**src/rtl/inst_fetch_ctrl_if.sv**
```systemverilog
`default_nettype none
// +--------------------------------------------------------------------------+
// | inst_fetch_ctrl_if: redirect, instruction-bus and decode handshake group |
// | Rev 1.0                                                                  |
// +--------------------------------------------------------------------------+
interface inst_fetch_ctrl_if;
  logic        eret;
  logic [31:0] epc;
  logic        exc_oc;
  logic        br_take;
  logic [31:0] br_target;

  logic        inst_req;
  logic        inst_wr;
  logic [1:0]  inst_size;
  logic [31:0] inst_addr;
  logic        inst_addr_ok;
  logic        inst_data_ok;
  logic [31:0] inst_rdata;

  logic        if_valid;
  logic [31:0] if_pc;
  logic [31:0] if_inst;
  logic        id_allowin;

  modport master (
    input  eret, epc, exc_oc, br_take, br_target,
    output inst_req, inst_wr, inst_size, inst_addr,
    input  inst_addr_ok, inst_data_ok, inst_rdata,
    output if_valid, if_pc, if_inst,
    input  id_allowin
  );

  modport slave (
    output eret, epc, exc_oc, br_take, br_target,
    input  inst_req, inst_wr, inst_size, inst_addr,
    output inst_addr_ok, inst_data_ok, inst_rdata,
    input  if_valid, if_pc, if_inst,
    output id_allowin
  );
endinterface
`default_nettype wire

```
**src/rtl/inst_fetch_ctrl.sv**
```systemverilog
`default_nettype none
// +--------------------------------------------------------------------------+
// | inst_fetch_ctrl: fetch PC sequencer, single-outstanding instruction bus  |
// | Rev 1.0                                                                  |
// +--------------------------------------------------------------------------+
module inst_fetch_ctrl #(
  parameter logic [31:0] RESET_ADDR = 32'hbfc0_0000,
  parameter logic [31:0] EXC_ADDR   = 32'hbfc0_0380
) (
  input wire                 clk,
  input wire                 resetn,
  inst_fetch_ctrl_if.master  bus
);

  typedef enum logic [1:0] {
    IDLE = 2'd0,
    REQ  = 2'd1,
    WAIT = 2'd2,
    HOLD = 2'd3
  } state_e;

  state_e      state_q, state_d;
  logic [31:0] fetch_pc_q, fetch_pc_d;
  logic        discard_q, discard_d;
  logic        pend_v_q, pend_v_d;
  logic [31:0] pend_pc_q, pend_pc_d;
  logic        if_valid_q, if_valid_d;
  logic [31:0] if_pc_q, if_pc_d;
  logic [31:0] if_inst_q, if_inst_d;

  logic        redir;
  logic [31:0] redir_tgt;

  assign redir     = bus.eret | bus.exc_oc | bus.br_take;
  assign redir_tgt = bus.eret ? bus.epc : (bus.exc_oc ? EXC_ADDR : bus.br_target);

  always_comb begin
    state_d    = state_q;
    fetch_pc_d = fetch_pc_q;
    discard_d  = discard_q;
    pend_v_d   = pend_v_q;
    pend_pc_d  = pend_pc_q;
    if_valid_d = if_valid_q;
    if_pc_d    = if_pc_q;
    if_inst_d  = if_inst_q;
    case (state_q)
      IDLE: begin
        state_d = REQ;
        if (redir) fetch_pc_d = redir_tgt;
      end
      REQ: begin
        if (bus.inst_addr_ok) begin
          state_d = WAIT;
          // The accepted address is already stale: its response must be dropped.
          if (redir || pend_v_q) begin
            discard_d  = 1'b1;
            fetch_pc_d = redir ? redir_tgt : pend_pc_q;
            pend_v_d   = 1'b0;
          end
        end else if (redir) begin
          // inst_addr must stay put until accepted, so park the target.
          pend_v_d  = 1'b1;
          pend_pc_d = redir_tgt;
        end
      end
      WAIT: begin
        if (bus.inst_data_ok) begin
          if (discard_q || redir) begin
            discard_d = 1'b0;
            state_d   = REQ;
            if (redir) fetch_pc_d = redir_tgt;
          end else begin
            if_valid_d = 1'b1;
            if_pc_d    = fetch_pc_q;
            if_inst_d  = bus.inst_rdata;
            fetch_pc_d = fetch_pc_q + 32'd4;
            state_d    = HOLD;
          end
        end else if (redir) begin
          fetch_pc_d = redir_tgt;
          discard_d  = 1'b1;
        end
      end
      HOLD: begin
        if (redir) begin
          if_valid_d = 1'b0;
          fetch_pc_d = redir_tgt;
          state_d    = REQ;
        end else if (bus.id_allowin) begin
          if_valid_d = 1'b0;
          state_d    = REQ;
        end
      end
      default: state_d = IDLE;
    endcase
  end

  always_ff @(posedge clk) begin
    if (!resetn) begin
      state_q    <= IDLE;
      fetch_pc_q <= RESET_ADDR;
      discard_q  <= 1'b0;
      pend_v_q   <= 1'b0;
      pend_pc_q  <= 32'd0;
      if_valid_q <= 1'b0;
      if_pc_q    <= 32'd0;
      if_inst_q  <= 32'd0;
    end else begin
      state_q    <= state_d;
      fetch_pc_q <= fetch_pc_d;
      discard_q  <= discard_d;
      pend_v_q   <= pend_v_d;
      pend_pc_q  <= pend_pc_d;
      if_valid_q <= if_valid_d;
      if_pc_q    <= if_pc_d;
      if_inst_q  <= if_inst_d;
    end
  end

  assign bus.inst_req  = (state_q == REQ);
  assign bus.inst_wr   = 1'b0;
  assign bus.inst_size = 2'b10;
  assign bus.inst_addr = fetch_pc_q;
  assign bus.if_valid  = if_valid_q;
  assign bus.if_pc     = if_pc_q;
  assign bus.if_inst   = if_inst_q;

endmodule
`default_nettype wire

```
**src/flat_wrapper.sv**
```systemverilog
// flat-port wrapper written by rule: the top's interface ports become plain ports
module inst_fetch_ctrl_flat 
#(
  parameter logic [31:0] RESET_ADDR = 32'hbfc0_0000,
  parameter logic [31:0] EXC_ADDR   = 32'hbfc0_0380
)
  (clk, resetn, bus_eret, bus_epc, bus_exc_oc, bus_br_take, bus_br_target, bus_inst_req, bus_inst_wr, bus_inst_size, bus_inst_addr, bus_inst_addr_ok, bus_inst_data_ok, bus_inst_rdata, bus_if_valid, bus_if_pc, bus_if_inst, bus_id_allowin);
  inst_fetch_ctrl_if bus_i ();
  input wire clk;
  input wire resetn;
  input wire logic [$bits(bus_i.eret)-1:0] bus_eret;
  input wire logic [$bits(bus_i.epc)-1:0] bus_epc;
  input wire logic [$bits(bus_i.exc_oc)-1:0] bus_exc_oc;
  input wire logic [$bits(bus_i.br_take)-1:0] bus_br_take;
  input wire logic [$bits(bus_i.br_target)-1:0] bus_br_target;
  output wire logic [$bits(bus_i.inst_req)-1:0] bus_inst_req;
  output wire logic [$bits(bus_i.inst_wr)-1:0] bus_inst_wr;
  output wire logic [$bits(bus_i.inst_size)-1:0] bus_inst_size;
  output wire logic [$bits(bus_i.inst_addr)-1:0] bus_inst_addr;
  input wire logic [$bits(bus_i.inst_addr_ok)-1:0] bus_inst_addr_ok;
  input wire logic [$bits(bus_i.inst_data_ok)-1:0] bus_inst_data_ok;
  input wire logic [$bits(bus_i.inst_rdata)-1:0] bus_inst_rdata;
  output wire logic [$bits(bus_i.if_valid)-1:0] bus_if_valid;
  output wire logic [$bits(bus_i.if_pc)-1:0] bus_if_pc;
  output wire logic [$bits(bus_i.if_inst)-1:0] bus_if_inst;
  input wire logic [$bits(bus_i.id_allowin)-1:0] bus_id_allowin;
  assign bus_i.eret = bus_eret;
  assign bus_i.epc = bus_epc;
  assign bus_i.exc_oc = bus_exc_oc;
  assign bus_i.br_take = bus_br_take;
  assign bus_i.br_target = bus_br_target;
  assign bus_inst_req = bus_i.inst_req;
  assign bus_inst_wr = bus_i.inst_wr;
  assign bus_inst_size = bus_i.inst_size;
  assign bus_inst_addr = bus_i.inst_addr;
  assign bus_i.inst_addr_ok = bus_inst_addr_ok;
  assign bus_i.inst_data_ok = bus_inst_data_ok;
  assign bus_i.inst_rdata = bus_inst_rdata;
  assign bus_if_valid = bus_i.if_valid;
  assign bus_if_pc = bus_i.if_pc;
  assign bus_if_inst = bus_i.if_inst;
  assign bus_i.id_allowin = bus_id_allowin;
  inst_fetch_ctrl #(.RESET_ADDR(RESET_ADDR), .EXC_ADDR(EXC_ADDR)) u_core (.clk(clk), .resetn(resetn), .bus(bus_i));
endmodule
```
**config.mk**
```make
export PLATFORM = sky130hd
export DESIGN_NAME = inst_fetch_ctrl_flat
export DESIGN_NICKNAME = d
export VERILOG_FILES = /design/src/rtl/inst_fetch_ctrl_if.sv /design/src/rtl/inst_fetch_ctrl.sv /design/src/flat_wrapper.sv
export SDC_FILE = /design/constraint.sdc
export NUM_CORES = 1
export LEC_CHECK = 0
export CORE_MARGIN = 1
export CORE_UTILIZATION = 25
export DETAILED_ROUTE_END_ITERATION = 10
export PLACE_DENSITY_LB_ADDON = 0.25
export SLEW_MARGIN = 20
export SYNTH_ARGS = -nofsm -noshare
export SYNTH_HDL_FRONTEND = slang
export SYNTH_SLANG_ARGS = --single-unit
```
**constraint.sdc**
```tcl
create_clock -name clk -period 2.6 [get_ports clk]
set_input_delay 0.52 -clock clk [delete_from_list [all_inputs] [get_ports clk]]
set_output_delay 0.52 -clock clk [all_outputs]
set_load 0.005 [all_outputs]
```
# After elaboration in Yosys (flattened, before gate mapping)
# Cells that the tools add are included.
# word_totals
word_cells	66
out_inout_bits	101
mem_bits_ro	0
latchBits	0
memories	0
ram_bits	0
inputBits	104
regBits	133
# classes
bitwise_logic	4
magnitude_cmp	0
mul	0
div	0
add_sub_neg	1
mux	28
shifts	0
n_reduce_logical	14
eq_ne	11
# ops
op	n
two-way mux 32 bit	8
case mux 32 bit (3 select lines)	1
adder 32 x 3 -> 32 bit, second input constant	1
two-way mux 1 bit	11
two-way mux 2 bit	5
!= test 3 x 2 -> 1 bit, second input constant	3
AND reduction 3 bit	3
case mux 2 bit (4 select lines)	1
!= test 2 x 1 -> 1 bit, second input constant	3
nonzero test 2 bit	3
AND reduction 5 bit	1
== test 2 bit, second input constant	2
!= test 2 bit, second input constant	2
case mux 1 bit (2 select lines)	2
AND reduction 2 bit	2
AND reduction 4 bit	1
== test 2 x 1 -> 1 bit, second input constant	1
zero test 2 bit	1
logical OR 1 bit	2
inverter 1 bit	2
bitwise OR 1 bit	2
OR reduction 2 bit	1

# Logic depth before layout (Yosys ltp)
# depth
ltp_word	6
depth_mapped	9
mapped_depth_nobuf	7

# Worst setup path after synthesis
# No wires, ideal clock.
# synth_path
path_kind	reg2reg
from	register u_core.fetch_pc_q[2] (netlist: u_core.bus.inst_addr[2])
to	register u_core.fetch_pc_q[30] (netlist: u_core.bus.inst_addr[30])
setup_slack_ps	414
arrival_ps	2126
setup_ps	60
path_stages_with_launch	7
period_less_slack_ps	2186
required_ps	2540
n_path_buf	0
path_cell_list	dfxtp_1 -> ha_1 -> nand2_1 -> or4_4 -> or4_1 -> a21oi_1 -> o311a_1
# synth_via
elab_chain_cells	4
# synth_rtl
item	line_no	text
from (decl)	inst_fetch_ctrl.sv:23	logic [31:0] fetch_pc_q, fetch_pc_d;
from (signal assigned)	inst_fetch_ctrl.sv:110	fetch_pc_q <= fetch_pc_d;
adder 32 x 3 -> 32 bit	inst_fetch_ctrl.sv:76	fetch_pc_d = fetch_pc_q + 32'd4;
two-way mux 32 bit	inst_fetch_ctrl.sv:68	if (discard_q || redir) begin
two-way mux 32 bit	inst_fetch_ctrl.sv:67	if (bus.inst_data_ok) begin
case mux 32 bit (3 select lines)	inst_fetch_ctrl.sv:46	case (state_q)
# Every way passes these cells.
# A chain may end at the register's enable or synchronous reset.

# Worst setup path after layout
# Same ends and word-level chain as after synthesis.

==> metrics.md <==
| Metric | Value |
|---|---|
| Power Total | `6.16 mW` |
| Routed len/inst | `about 18 um` |
| CTS tree | `built` |
| Final hold vios | `0` |
| Synthesized area per cell | `7.38 sq um` |
| Power Density | `599 nW/um^2` |
| Worst Hold Depth | `2` |
| Final ANT Viol Nets | `0` |
| Gr usage total | `~18%` |
| DP HPWL | `roughly 19000 um` |
| R2r endpoint | `u_core.bus.inst_addr[30]$_SDFFE_PN0P_` |
| FF-to-FF path depth | `6` |
| DRT Pass-1 Iters | `5` |
| Vias post-DR | `7611` |
| Number of synthesized register bits | `about 130` |
| Die height | `170 um` |
| # hold bufs at CTS | `0` |
| Nets@finish | `around 1.3k` |
| R2r startpoint | `u_core.bus.inst_addr[2]$_SDFFE_PN0P_` |
| Remaining DRCs | `0` |
| Critical Path Sink Type | `register` |
| Initial Util | `between 20% and 30%` |
| Tcrit/Tclk final | `about nine tenths` |
| Final worst path period need | `roughly 2.4 ns` |
| Root buf cell | `clkbuf_16` |
| Worst hold start | `u_core.bus.if_pc[21]$_SDFFE_PN0P_` |
| Final wirelength | `~27000 um` |
| Pleak | `3.67 nW` |
| Crit path from | `u_core.bus.inst_addr[2]$_SDFFE_PN0P_` |
| Die ar. | `roughly 29000 sq um` |
| Clock transition at path regs | `approximately 0.06 ns` |
| Core area | `about 27000 sq um` |
| MaxCap Viol Count | `0` |
| Kind of critical path | `register to register` |
| Most used flip-flop cell after synthesis | `dfxtp_1` |
| CP startpoint kind | `register` |
| Antenna violations before repair | `2` |
| Slew margin rel. | `55.0%` |
| Post-CTS Setup Bufs | `0` |
| Vias/cell | `approximately 5.0` |
| H-Tree Depth | `4` |
| Distinct cells, synth | `53` |
| Status | `completed` |
| DP Worst Slack | `0.0687 ns` |
| Synthesis-to-finish area growth | `46.4%` |
| Fin util | `37.7%` |
| Drt initial violations | `~660` |
| Mapped Cells | `~950` |
| Layout cells sized above 1 | `approximately 8.8%` |
| Clk buf depth | `2` |
| Fin worst setup slack | `roughly 0.25 ns` |
| Worst Tran Pin Value | `around 0.67 ns` |
| Setup TNS | `0 ns` |
| Core Rows | `60` |
| Final setup viols | `0` |
| GPL Wtd Cong | `approximately 0.85` |
| First-pass GRT wire length | `approximately 41000 um` |
| Worst skew pair latency | `roughly 0.43 ns` |
| Total clock sinks | `133` |
| Post-cts resize count | `0` |
| Worst R2R Setup Slack | `about 0.25 ns` |
| F_max | `around 0.42 GHz` |
| Crit-path max FO | `5` |
| WHS Endpoint | `u_core.bus.if_pc[21]$_SDFFE_PN0P_` |
| I/O pins | `between 200 and 250` |
| RSZ-0062 raised after global routing | `false` |
| GR Overflow Total | `0` |
| Worst VDD drop | `approximately 0.00044 V` |
| Clock buffer count from CTS | `17` |
| Final setup skew | `~0.0088 ns` |
| Post-synth EDFFs | `0` |
| Final Max Tran Viols | `0` |
| Critical path arrival | `roughly 2.7 ns` |
| Die width | `roughly 170 um` |
| Vias in the first global route | `around 7k` |
| Critical Path RT | `2.97 ns` |
| IO Port Bufs | `roughly 200` |
| Ys async rst share | `0%` |
| Worst hold path type | `register to register` |
| Largest net degree at the start of global routing | `between 70 and 80` |
| Register area share after synthesis | `approximately 38%` |
| Cell Area, Synth | `7020 sq um` |
| Fillers | `just under 3k` |
| Synth warn | `0` |
## cells in the mapped netlist (9+ instances only)
library cell  count  area [sq um]
a211oi_1         22           165
nor3_1           16          80.1
clkbuf_1         59           221
nand3_1          14          70.1
o21ai_0          54           270
buf_2            20           100
a311oi_1         15           131
a21oi_1         127           636
a221oi_1         15           131
nor2_1           51           191
a31oi_1           9          56.3
xnor2_1           9          78.8
o211ai_1          9          67.6
nand2_1         233           875
nand2b_1         12          75.1
mux2i_1          37           370
dfxtp_1         133          2660
nor2b_1          11          68.8
inv_1            13          48.8
## worst max-delay path, stage by stage, from the launching register on
cell	delay (ns)
dfxtp_1	0.34
ha_1	0.28
nand2_1	0.20
or4_4	0.59
or4_1	0.48
a21oi_1	0.24
o311a_1	0.18
## logic make-up after synthesis
family | share of synthesized area (%)
DFF | 37.9
adders and majority gates | 0.891
AOI/OAI and AO/OA | 24.9
other | 0.107
xor gates and xnor gates | 1.62
muxes | 5.27
and+or+nand+nor | 23.5
buffers and inverters | 5.86
## worst max path at each step
stage | end | slack, ns
floorplan | u_core.bus.inst_addr[30]$_SDFFE_PN0P_ | 0.41
global placement | u_core.bus.inst_addr[9]$_SDFFE_PN0P_ | 0.13
detailed placement | u_core.bus.inst_addr[22]$_SDFFE_PN1P_ | 0.07
CTS | bus_inst_req | 0.27
global route | u_core.bus.inst_addr[30]$_SDFFE_PN0P_ | 0.14
finish | u_core.bus.inst_addr[30]$_SDFFE_PN0P_ | 0.25
## routing by layer
layer	routed length [um]	share of wire (%)	vias up	track usage, %
li1	-	-	3738	-
met1	12800	48	3591	25.4
met2	12200	45	254	28.8
met3	1440	5.3	28	3.26
met4	499	1.9	0	6.58
met5	0	0	-	0
## where the power goes
group,total (mW),switching [mW],internal (mW)
Sequential,2.30,0.123,2.17
Clock,2.44,0.895,1.54
Combinational,1.43,0.756,0.672
## state kept, by name, indices dropped and copies added, names as in the netlist
| register | count |
|---|---|
| u_core.pend_v_q | 1 |
| u_core.bus.if_pc | 32 |
| u_core.pend_pc_q | 32 |
| u_core.bus.if_valid | 1 |
| u_core.state_q | 2 |
| u_core.bus.inst_addr | 32 |
| u_core.bus.if_inst | 32 |
| u_core.discard_q | 1 |
## stage by stage
stage	cells	hold WS [ns]	instance area, sq um
floorplan	952	0.436	7030
global placement	1502	0.442	9700
detailed placement	1502	0.446	9700
CTS	1531	0.453	10300
global route	1533	0.468	10300
finish	1533	0.451	10300
## placed cells by master, fill, tap and decap left out, types with 7 or more instances in the layout
cell	synthesis	layout
clkdlybuf4s50_1	0	199
a221oi_1	15	15
a21oi_1	127	126
and3_1	8	7
nor3_1	16	16
nand3_1	14	13
o21ai_0	54	54
nor2_1	51	50
nor2b_1	11	11
nand2_1	233	233
a31oi_1	9	9
clkbuf_16	0	17
xnor2_1	9	9
inv_1	13	13
a211oi_1	22	22
a311oi_1	15	15
mux2i_1	37	37
nand2b_1	12	12
nand4_1	7	7
dfxtp_1	133	133
o211ai_1	9	9
buf_4	3	57
## layout make-up
class	count	area, sq um	share of cell area [%]
Sequential cell	133	2660	25.9
Timing Repair Buffer	263	2530	24.6
Tap cell	372	465	4.53
Inverter	15	58.8	0.572
Clock buffer	24	472	4.59
Multi-Input combinational cell	719	3990	38.8
Clock inverter	5	100	0.974
Antenna cell	2	5.00	0.0487
(Power assumes the default switching activity.)
==> variant 1, RTL diff (same settings) <==
Encoding of `state_e`: now Gray code (2 bits for 4 states).
--- a/src/rtl/inst_fetch_ctrl.sv
+++ b/src/rtl/inst_fetch_ctrl.sv
@@ -13,10 +13,10 @@
 );
 
   typedef enum logic [1:0] {
-    IDLE = 2'd0,
-    REQ  = 2'd1,
-    WAIT = 2'd2,
-    HOLD = 2'd3
+    IDLE = 2'b00,
+    REQ  = 2'b01,
+    WAIT = 2'b11,
+    HOLD = 2'b10
   } state_e;
 
   state_e      state_q, state_d;
Check against the original RTL: same outputs for any inputs over 4 cycles, from zero or initial values and one cycle with resetn low; so few cycles prove little.
==> variant 1 against the unedited design <==
- routed wire length rose by 6.9%
- register-to-register slack improved by 0.24 ns
- worst setup slack got worse by 0.13 ns
- hold slack got worse by 0.0012 ns
- total power fell by 7.1%
- first-iteration DRC count fell by 15%
- design area rose by 2.6%
- synthesized area rose by 2.1%
- non-clock buffer count rose by 21
- highest routed layer unchanged
- sequential cell count did not move
- sequential share of layout area fell by 0.66 points
- die area rose by 2.1%
==> variant 1: results (changes against the unedited design) <==
\begin{tabular}{lr}
\hline
Metric & Value \\
\hline
\multicolumn{2}{l}{\textbf{Placed design}} \\
Final GP Congestion & 0.857 (+1.2\%) \\
Post-placement cell count & 1520 (+1.2\%) \\
Detailed placement HPWL & 21100 um (+11\%) \\
\multicolumn{2}{l}{\textbf{Logic synthesis}} \\
Cell types with the highest counts after synthesis & 211 x sky130\_fd\_sc\_hd\_\_nand2\_1, 133 x sky130\_fd\_sc\_hd\_\_dfxtp\_1, 124 x sky130\_fd\_sc\_hd\_\_a21oi\_1 \\
Mux contribution to synthesized area & 6.19\% (+0.92 points) \\
Sequential-to-total area share from yosys stat & 37.1\% (-0.79 points) \\
Xor and xnor area share after synthesis & 1.22\% (-0.40 points) \\
Leading cell types by total area after synthesis & sky130\_fd\_sc\_hd\_\_dfxtp\_1 37\%, sky130\_fd\_sc\_hd\_\_nand2\_1 11\%, sky130\_fd\_sc\_hd\_\_a21oi\_1 8.7\% \\
Avg Synthesized Cell Area & 7.64 um2 (+3.4\%) \\
Count of distinct cell types in the synthesized netlist & 72 (+36\%) \\
Synth Area in Adders & 0.174\% (-0.72 points) \\
\multicolumn{2}{l}{\textbf{Global routing}} \\
Via count of the first global-routing pass & 7554 (+8.6\%) \\
Largest net degree at the start of global routing & 104 (+42\%) \\
First-pass GRT wire length & 44200 um (+8.0\%) \\
Initial antenna violation count & 0 (-2) \\
\multicolumn{2}{l}{\textbf{Power and ir drop}} \\
Switching pwr & 1.58 mW (-11\%) \\
LEAKAGE & 3.84 nW (+4.7\%) \\
Maximum vdd drop & 0.382 mV (-13\%) \\
\multicolumn{2}{l}{\textbf{Critical path}} \\
Cell family with the largest share of critical-path delay & buffers and inverters \\
Arr. time, crit path & 1.97 ns (-0.76 ns) \\
Slowest CP cell & sky130\_fd\_sc\_hd\_\_clkdlybuf4s50\_1 \\
Maximum fanout along the worst path & 10 (+5) \\
\multicolumn{2}{l}{\textbf{Run status}} \\
Status & finished clean \\
\multicolumn{2}{l}{\textbf{Route}} \\
Violation count after the first detailed-route iteration & 562 (-15\%) \\
Count of vias placed by the detailed router & 7789 (+2.3\%) \\
\multicolumn{2}{l}{\textbf{Timing}} \\
Max-slew headroom & 58.6\% (+3.6 points) \\
\multicolumn{2}{l}{\textbf{Finish}} \\
N\_diodes & 0 (-2) \\
Post-layout net count & 1266 (+0.64\%) \\
\hline
\end{tabular}
==> variant 1: power groups by stage <==
| stage | Clock, mW | Sequential [mW] | Combinational (mW) |
|---|---|---|---|
| 2_1_floorplan | 0 | 2.23 | 0.470 |
| 3_3_place_gp | 0 | 2.25 | 1.01 |
| 3_5_place_dp | 0 | 2.25 | 1.01 |
| 4_1_cts | 2.56 | 2.21 | 1.01 |
| 5_1_grt | 2.65 | 2.22 | 1.09 |
| 6_report | 2.50 | 2.21 | 1.01 |
==> variant 1: path summary, 6_finish.rpt <==
kind                               startpoint                                    end  slack [ns]  cells after the start
min reg2reg  u_core.bus.if_pc[6]$_SDFFE_PN0P_       u_core.bus.if_pc[6]$_SDFFE_PN0P_        0.45                      2
max reg2reg    u_core.state_q[1]$_SDFFE_PN0P_  u_core.bus.inst_addr[17]$_SDFFE_PN0P_        0.49                      7
min          u_core.bus.if_pc[6]$_SDFFE_PN0P_       u_core.bus.if_pc[6]$_SDFFE_PN0P_        0.45                      2
max            u_core.state_q[1]$_SDFFE_PN0P_                           bus_inst_req        0.11                      3
==> variant 1: stage by stage <==
stage	power [mW]	hold WS [ns]	setup WS [ns]	util, %	instance area, um2
2_1_floorplan	2.70	0.436	0.574	-	7180
3_3_place_gp	3.26	0.441	0.0847	35.5	9950
3_5_place_dp	3.26	0.445	0.0730	35.5	9950
4_1_cts	5.78	0.454	0.139	37.7	10500
5_1_grt	5.96	0.469	0.0308	37.7	10500
6_report	5.72	0.450	0.111	37.7	10500
==> variant 1: cells by family (layout without fill, tap and decap cells) <==
family | Yosys count | after routing
buffers and inverters | 89 | 322
xor gates and xnor gates | 10 | 10
AOI/OAI and AO/OA | 300 | 300
muxes | 43 | 43
DFF | 133 | 133
and+or+nand+nor | 361 | 361
other | 2 | 3
adders and majority gates | 1 | 1
==> variant 1: cell type report <==
cell class	instances	area, um2	share of cell area, %
Multi-Input combinational cell	718	4080	38.6
Timing Repair Buffer	284	2710	25.7
Sequential cell	133	2660	25.2
Tap cell	378	473	4.48
Clock buffer	18	439	4.16
Clock inverter	13	159	1.51
Inverter	7	27.5	0.261
==> variant 1: metal layers <==
layer / share of wire (%) / GRT usage [%] / vias up / wire (um)
met1: 43 / 24.9 / 3704 / 12300
met2: 48 / 33.1 / 275 / 13700
met5: 0 / 0 / - / 0
li1: - / - / 3774 / -
met4: 2.3 / 7.41 / 0 / 653
met3: 7.1 / 4.69 / 36 / 2060
==> variant 2, RTL diff (config.mk and constraints unchanged) <==
Made on the original files. Make the reset (`resetn`) asynchronous in one clocked block.
--- a/src/rtl/inst_fetch_ctrl.sv
+++ b/src/rtl/inst_fetch_ctrl.sv
@@ -95,7 +95,7 @@
     endcase
   end
 
-  always_ff @(posedge clk) begin
+  always_ff @(posedge clk or negedge resetn) begin
     if (!resetn) begin
       state_q    <= IDLE;
       fetch_pc_q <= RESET_ADDR;
Check against the original RTL: differs if resetn is asserted again (counterexample within 4 cycles, from zero or initial values and one cycle with resetn low); with resetn held inactive, the same outputs for 4 cycles.
==> variant 2 against the unedited design <==
- worst setup slack lost 0.076 ns
- sequential cell count unchanged
- routed wire length grew 0.32%
- critical path depth shrank 3
- non-clock buffer count is 4 lower
- synthesized area up 8.9%
- clock skew grew 0.00077 ns
- global-route usage fell by 0.82 points
- synthesized cell count is 3.6% lower
- design area rose by 7.1%
- sequential share of layout area rose by 4.4 points
Power is not compared: it rests on default switching activity, and its combinational part moved more than twofold at a synthesized area within 25%.
==> variant 2: results (changes against the unedited design) <==
\begin{tabular}{lr}
\hline
Metric & Value \\
\hline
\multicolumn{2}{l}{\textbf{Placed design}} \\
Post-placement cell count & 1492 (-0.67\%) \\
Detailed placement HPWL & 19600 um (+2.9\%) \\
Post-placement setup slack & 0.0673 ns (-0.00136 ns) \\
Final GP Congestion & 0.798 (-5.8\%) \\
\multicolumn{2}{l}{\textbf{Finish}} \\
Fraction of layout instances using a drive strength above 1 & 10.4\% (+1.6 points) \\
Post-layout net count & 1230 (-2.2\%) \\
\multicolumn{2}{l}{\textbf{Global routing}} \\
First-pass GRT wire length & 41900 um (+2.5\%) \\
Via count of the first global-routing pass & 7207 (+3.6\%) \\
Total routing usage reported by global routing & 17.6\% (-0.82 points) \\
\multicolumn{2}{l}{\textbf{Route}} \\
Total routed wirelength & 27000 um (+0.32\%) \\
Violation count after the first detailed-route iteration & 419 (-37\%) \\
\multicolumn{2}{l}{\textbf{Logic synthesis}} \\
Complex-gate fraction of the synthesized area & 20.9\% (-3.9 points) \\
Mux contribution to synthesized area & 5.27\% (about the same) \\
Sequential-to-total area share from yosys stat & 43.7\% (+5.8 points) \\
Cell types with the highest counts after synthesis & 274 x sky130\_fd\_sc\_hd\_\_nand2\_1, 124 x sky130\_fd\_sc\_hd\_\_dfrtp\_1, 90 x sky130\_fd\_sc\_hd\_\_o21ai\_0 \\
Async set or reset register ratio after synthesis & 100\% (+100 points) \\
\multicolumn{2}{l}{\textbf{Critical path}} \\
Worst setup path endpoint & bus\_inst\_req \\
Arr. time, crit path & 1.91 ns (-0.82 ns) \\
Cell family with the largest share of critical-path delay & buffers and inverters \\
Maximum fanout along the worst path & 14 (+9) \\
Worst flop-to-flop path endpoint & u\_core.bus.inst\_addr[5]\$\_DFFE\_PN0P\_ \\
Crit Reg-Reg Startpoint & u\_core.state\_q[0]\$\_DFFE\_PN0P\_ \\
Slowest CP cell & sky130\_fd\_sc\_hd\_\_clkdlybuf4s50\_1 \\
R2r worst-path depth & 7 (+1) \\
Crit path from & u\_core.state\_q[1]\$\_DFFE\_PN0P\_ \\
\multicolumn{2}{l}{\textbf{Run status}} \\
Status & finished clean \\
\multicolumn{2}{l}{\textbf{Timing}} \\
Worst clock skew & 0.00956 ns (+0.000773 ns) \\
Final critical delay including setup and external delays & 2.43 ns (+0.0764 ns) \\
\multicolumn{2}{l}{\textbf{Min path}} \\
Path type of the worst min-delay path & input pin to async pin \\
\hline
\end{tabular}
==> variant 2: area by class of cell <==
type,count,area (um2)
Antenna cell,2,5.00
Multi-Input combinational cell,692,3920
Inverter,18,67.6
Timing Repair Buffer,259,2560
Sequential cell,133,3340
Clock buffer,18,429
Fill cell,3090,18900
Tap cell,390,488
Clock inverter,14,201
==> variant 2: metal layers <==
metal	vias to the layer above	part of all wire [%]	wire length, um	track usage (%)
met2	236	48	12900	29.0
met5	-	0	0	0
met1	3539	46	12500	23.5
li1	3592	-	-	-
met3	28	4.8	1290	2.84
met4	0	1.5	409	5.75
==> variant 2: worst register-to-register path, stage by stage (launching register included) <==
cell	delay, ns
sky130_fd_sc_hd__dfrtp_1	0.40
sky130_fd_sc_hd__inv_1	0.07
sky130_fd_sc_hd__ha_1	0.64
sky130_fd_sc_hd__nor2_1	0.17
sky130_fd_sc_hd__a31oi_1	0.38
sky130_fd_sc_hd__buf_4	0.32
sky130_fd_sc_hd__a22oi_1	0.12
sky130_fd_sc_hd__o21ai_0	0.16
